`src/rtl/svc_axil_mem_rd.sv`:
```
// AXI-lite read subordinate fronting a 1-cycle-latency synchronous memory.
// Out-of-range word addresses answer DECERR with zero data, in request order.
module svc_axil_mem_rd #(
  parameter int AXIL_ADDR_WIDTH = 20,
  parameter int AXIL_DATA_WIDTH = 16,
  parameter int MEM_ADDR_WIDTH  = 12
) (
  input  logic                       clk,
  input  logic                       rst,
  input  logic                       s_axil_arvalid,
  input  logic [AXIL_ADDR_WIDTH-1:0] s_axil_araddr,
  output logic                       s_axil_arready,
  output logic                       s_axil_rvalid,
  output logic [AXIL_DATA_WIDTH-1:0] s_axil_rdata,
  output logic [1:0]                 s_axil_rresp,
  input  logic                       s_axil_rready,
  output logic                       mem_ren,
  output logic [MEM_ADDR_WIDTH-1:0]  mem_raddr,
  input  logic [AXIL_DATA_WIDTH-1:0] mem_rdata
);
  localparam int OFFSET_W = $clog2(AXIL_DATA_WIDTH / 8);
  localparam int WORD_W   = AXIL_ADDR_WIDTH - OFFSET_W;
  localparam int DEPTH    = 3;

  logic [WORD_W-1:0]          word_addr;
  logic                       dec_err;
  logic                       ar_hs;
  logic                       p_valid;
  logic                       p_err;
  logic [1:0]                 count;
  logic [2:0]                 occupancy;
  logic [AXIL_DATA_WIDTH-1:0] fifo_data [DEPTH];
  logic [1:0]                 fifo_resp [DEPTH];
  logic                       push;
  logic                       pop;
  logic [AXIL_DATA_WIDTH-1:0] push_data;
  logic [1:0]                 push_resp;
  logic [1:0]                 wr_idx;

  assign word_addr = s_axil_araddr[AXIL_ADDR_WIDTH-1:OFFSET_W];
  assign mem_raddr = word_addr[MEM_ADDR_WIDTH-1:0];

  if (WORD_W > MEM_ADDR_WIDTH) begin : g_dec
    assign dec_err = |word_addr[WORD_W-1:MEM_ADDR_WIDTH];
  end else begin : g_nodec
    assign dec_err = 1'b0;
  end

  if (OFFSET_W > 0) begin : g_offset
    logic unused_offset;
    assign unused_offset = ^s_axil_araddr[OFFSET_W-1:0];
  end

  // Credit check uses only registered state so arready never depends on
  // rready or arvalid; pending stage plus FIFO can never exceed the depth.
  assign occupancy      = {2'b00, p_valid} + {1'b0, count};
  assign s_axil_arready = (occupancy < 3'd3) && !rst;
  assign ar_hs          = s_axil_arvalid && s_axil_arready;
  assign mem_ren        = ar_hs && !dec_err;

  assign s_axil_rvalid = (count != 2'd0);
  assign s_axil_rdata  = fifo_data[0];
  assign s_axil_rresp  = fifo_resp[0];

  assign push      = p_valid;
  assign pop       = s_axil_rvalid && s_axil_rready;
  assign push_data = p_err ? '0 : mem_rdata;
  assign push_resp = p_err ? 2'b11 : 2'b00;
  assign wr_idx    = pop ? count - 2'd1 : count;

  always_ff @(posedge clk or posedge rst) begin
    if (rst) begin
      p_valid <= 1'b0;
      p_err   <= 1'b0;
      count   <= 2'd0;
      for (int i = 0; i < DEPTH; i++) begin
        fifo_data[i] <= '0;
        fifo_resp[i] <= 2'b00;
      end
    end else begin
      p_valid <= ar_hs;
      p_err   <= ar_hs && dec_err;
      // Entry 0 is the head; pop shifts down, push lands behind the last live entry.
      if (pop) begin
        for (int i = 0; i < DEPTH - 1; i++) begin
          fifo_data[i] <= fifo_data[i+1];
          fifo_resp[i] <= fifo_resp[i+1];
        end
      end
      if (push) begin
        fifo_data[wr_idx] <= push_data;
        fifo_resp[wr_idx] <= push_resp;
      end
      count <= count + {1'b0, push} - {1'b0, pop};
    end
  end
endmodule

```
`config.mk`:
```
export PLATFORM = sky130hd
export DESIGN_NAME = svc_axil_mem_rd
export DESIGN_NICKNAME = d
export VERILOG_FILES = /design/src/rtl/svc_axil_mem_rd.sv
export SDC_FILE = /design/constraint.sdc
export NUM_CORES = 1
export LEC_CHECK = 0
export ABC_AREA = 1
export BUFFER_PORTS_ARGS = -buffer_cell sky130_fd_sc_hd__buf_2
export CORE_ASPECT_RATIO = 0.6
export CORE_MARGIN = 2
export CORE_UTILIZATION = 35
export DETAILED_ROUTE_END_ITERATION = 8
export HOLD_SLACK_MARGIN = 0.1
export PLACE_DENSITY = 0.64
export RECOVER_POWER = 25
export SETUP_SLACK_MARGIN = 0.15
export SLEW_MARGIN = 20
export SYNTH_ARGS = -nofsm -noshare
export SYNTH_HDL_FRONTEND = slang
export SYNTH_SLANG_ARGS = --single-unit
```
`constraint.sdc`:
```
create_clock -name clk -period 3.1 [get_ports clk]
set_clock_uncertainty 0.2 [all_clocks]
set_input_delay 0.465 -clock clk [delete_from_list [all_inputs] [get_ports clk]]
set_output_delay 0.465 -clock clk [all_outputs]
set_load 0.01 [all_outputs]
```
Yosys cells after proc, flatten, opt, wreduce, memory -nomap -nowiden
Index checks and enable logic that the tools add are counted. Widths: inputs -> output; s select.

Flip-flop bits (word level): 58. Bits of input ports: 40. Output and inout bits: 33. Word-level logic and storage cells: 40.

Add/sub/neg operators: 4. Magnitude comparators: 3. Muxes and demuxes: 13. Bitwise operators: 1. Reduce and logical (&&, ||, !) cells: 10.

Operators with widths (number): $bwmux 48 (1); $mux 48 (1); $demux 16 s2 (1); $mux 16 (2); $mux 32 (1); $reduce_or 7->1 (1); $bwmux 6 (1); $logic_and 1x1->1 (6); $mux 2 (3); $mux 6 (1); $demux 2 s2 (1); $mux 4 (1); $add 1x2->3 (1); $ge 3x3->1 const B (1); $lt 3x1->1 const B (1); $lt 3x2->1 const B (1); $not 2->3 (1); $add 2x1->2 (1); $logic_not 1->1 (2); $reduce_bool 2->1 (1); $sub 2x1->2 (1); $sub 2x1->2 const B (1).

Longest topological paths before layout
Depth after elaboration: 10. Gate-level depth with buffers: 11. Mapped depth without buffers: 10.

Worst setup path after synthesis
Ideal clock, no wire load.

Kind: in2out. From: input port rst. To: output port mem_ren. Arrival time: 2225 ps. Data required time: 2435 ps. Setup slack: 210 ps. Cell stages on the path: 6. Path buffers: 0. Cell sequence: inv_1 nand2_1 inv_1 nand2_1 inv_1 and2_1.

Longest elaborated chain between the ends: 4.

Ends and longest elaborated chain: from (decl) (RTL line 9) `input logic rst,`; $logic_not 1->1 (no line); $logic_and 1x1->1 (RTL line 57) `assign s_axil_arready = (occupancy < 3'd3) && !rst;`; named net s_axil_arready (RTL line 12) `output logic s_axil_arready,`; $logic_and 1x1->1 (RTL line 58) `assign ar_hs = s_axil_arvalid && s_axil_arready;`; named net ar_hs (RTL line 27) `logic ar_hs;`; $logic_and 1x1->1 (RTL line 59) `assign mem_ren = ar_hs && !dec_err;`; to (decl) (RTL line 17) `output logic mem_ren,`.

The timed path passes the listed nets, and every way through them passes these cells.

Final worst setup path
From: register p_valid. To: output port mem_ren.

Longest elaborated chain between the ends: 5.

Ends and longest elaborated chain: from (decl) (RTL line 28) `logic p_valid;`; from (signal assigned) (RTL line 81) `p_valid <= ar_hs;`; $add 1x2->3 (RTL line 56) `assign occupancy = {2'b00, p_valid} + {1'b0, count};`; $lt 3x2->1 (RTL line 57); $logic_and 1x1->1 (RTL line 57); $logic_and 1x1->1 (RTL line 58); named net ar_hs (RTL line 27); $logic_and 1x1->1 (RTL line 59).

The timed path passes the listed nets, and every way through them passes these cells.

==> flow_summary_export.csv <==
group,metric,value,unit
timing,rsz0062_at_grt,"no",
floorplanning,start_util,0.362,
worst_setup_path,crit_chain,"ha_1, ha_1, a21oi_1, nand2_1, inv_1, nand2_1, inv_1, and2_1, buf_2",
floorplanning,io_pins,73,
worst_setup_path,worst_r2r_endpoint,"fifo_data[19]",
timing,max_freq,380,MHz
layout,fin_nets,421,
synth,synth-main-ff-cell,"dfrtp_1",
timing,min_period,2.63,ns
placement,routabilityCongestion,0.699,
floorplanning,rows,26,
placement,post-place-cells,478,
synth,syn-cell-area,3080,sq um
global_routing,first_global_vias,2184,
synth,yosysMostFrequentCell,"nand2_1",
outcome,status,"completed",
worst_setup_path,crit_arrival,1.96,ns
pwr,p_total,3370,uW
drt,vias,2255,
drt,viasPerCell,4.56,
worst_setup_path,critPathKind,"reg -> out",
layout,stdcell_area,3420,sq um
synth,synth.yosys.seq_area_share,0.462,
timing,finalHoldViolCount,0,
synth,synth_largest_area_cell,"dfrtp_1",
synth,yosys_warnings,0,
pwr,pwr_density_cell,984,nW/um^2
drt,dr.pass1.iters,4,
synth,synth_top_area_frac,0.462,
worst_setup_path,worstPathMaxFanout,7,
synth,netlist_instances,363,
layout,multiInputGateArea,1180,sq um
pwr,ir_worst_vdd,384,uV
worst_setup_path,r2r_start,"count[0]",
synth,synth-edff-count,0,
layout,regArea,1430,sq um
worst_setup_path,crit_end,"mem_ren",
synth,synth.avg_cell_area,8.50,sq um
global_routing,grt_usage,0.138,
worst_setup_path,cp-end-kind,"primary output",
timing,max_slew.worst_pin.slew,1.41,ns
timing,setup-violations-final,0,
timing,setup_tns,0,ns
worst_setup_path,crit_path_max_incr_delay,0.50,ns
pwr,p_leak,0.00171,uW
drt,drtAntennaViolNets,0,
worst_setup_path,crit_start,"p_valid",
layout,fillers,867,
synth,synthTopCellsByCount,"111 x nand2_1, 57 x dfrtp_1, 35 x o21ai_0, 32 x buf_4, 27 x o21ai_1",
global_routing,overflow,0,
worst_setup_path,worst_path_max_delay_cell,"dfrtp_1",
worst_setup_path,cp.required,2.43,ns
worst_setup_path,worst-path-buf-inv,3,
clocking,cts_hold_buf,0,
placement,portBuffers,47,
clocking,cts_tree,"yes",
drt,drtIter0Drc,283,
clocking,path_clk_slew,0.05,ns
floorplanning,die_area,9600,sq um
drt,drt_wl_total,6190,um
worst_setup_path,critPathTopFamily,"adder cells",
global_routing,antenna_found_initial,0,
clocking,clock-sinks,57,
synth,ys_types,28,
clocking,cts_setup_buffers,0,
clocking,max-clock-path-buffers,2,
floorplanning,fp.dieH,76.7,um
layout,layout-drive-gt1-share,0.262,
placement,place_area,3120,sq um
drt,post_drt_wl_per_cell,12.5,um
worst_setup_path,cp-start-kind,"flip-flop",
clocking,cts_buffers,9,
timing,slew_violations,0,
synth,synth_seq_cells,57,
drt,drc_errors,0,
global_routing,grt_max_degree,58,
worst_setup_path,worstRegToRegCells,9,
synth,synthesis.nets,407,
placement,hpwlAfterDp,4050,um
clocking,cts-root-buf,"clkbuf_16",
worst_setup_path,path_depth,9,
layout,areaGrowthSynthToFinish,11.0,%
timing,slew-limit-headroom,0.0579,
clocking,ctsResizeCount,0,
clocking,htree_levels,3,
layout,insertedDiodeCount,0,
global_routing,grt_pass1_wl,10500,um
job,cap_violations,0,
min_path,hold_path_class,"in -> reg",
timing,finalCritPeriodShare,0.848,
floorplanning,core,8520,sq um
synth,ys_top_cells_by_area,"dfrtp_1 46%, nand2_1 14%, buf_4 7.8%",
min_path,worstHoldStart,"s_axil_arvalid",
worst_setup_path,regToRegSetupSlack,0.82,ns
floorplanning,die_w,125,um
layout,fin_cells,494,
clocking,clkLatencyLatePin,0.32,ns
synth,async_flop_share,1.00,
## cell families (layout without fill, tap and decap cells)
kind of cell | Yosys count | in the layout | synth area share
compound gates | 85 | 85 | 0.165
xor+xnor | 2 | 2 | 0.00568
fa+ha+maj | 4 | 4 | 0.0162
buf+inv | 76 | 95 | 0.155
flops | 57 | 57 | 0.462
simple gates | 139 | 139 | 0.196
## stage by stage
stage / hold slack [ns] / util / setup slack [ns]
final: 0.180 / 0.402 / 0.470
after global routing: 0.187 / 0.402 / 0.286
after CTS: 0.171 / 0.402 / 0.431
after detailed placement: 0.278 / 0.366 / 0.791
after global placement: 0.271 / 0.366 / 0.783
after floorplan: 0.259 / - / 0.210
## tightest hold or removal path: stages
cell     delay (ns)
buf_2          0.08
nand2_1        0.06
inv_1          0.06
## cell type report
class | count | share of cell area
flip-flops and latches | 57 | 0.417
multi-input cells | 230 | 0.345
clock buffers | 14 | 0.0800
repair buffers | 51 | 0.0767
well taps | 112 | 0.0409
inverters | 28 | 0.0307
clock inverters | 2 | 0.0102
## how the worst min path moves through the flow
stage                     slack, ns         to  depth (start not counted)
after floorplan                0.26  flip-flop                          2
after global placement         0.27  flip-flop                          2
after detailed placement       0.28  flip-flop                          2
after CTS                      0.17    p_valid                          3
after global routing           0.19    p_valid                          3
final                          0.18    p_valid                          3
## metal layers
| layer | global-route usage | routed length, um |
|---|---|---|
| met5 | 0 | 0 |
| met1 | 0.186 | 3130 |
| met3 | 0.0593 | 359 |
| met2 | 0.204 | 2670 |
| met4 | 0.0367 | 26 |
## report_power, final
group | internal (uW) | switching [uW] | leakage [uW]
combinational | 448 | 749 | 0.000823
sequential | 1030 | 139 | 0.000736
clock | 686 | 318 | 0.000153
## layout by cell type (no fill, tap or decap), types with 2 or more instances in the layout
cell and count:
nand3_4 2, inv_1 25, dfrtp_1 57, ha_1 4, inv_2 2, nand3_1 4
o21ai_2 22, clkbuf_16 9, nand2_2 3, nand2_1 111, nor3_1 2, buf_2 47
clkbuf_8 3, clkbuf_1 2, nor2_1 8, nand2_4 3, o21ai_1 27, buf_4 3
o21ai_0 35
No activity file was read; power rests on OpenSTA's default activity.
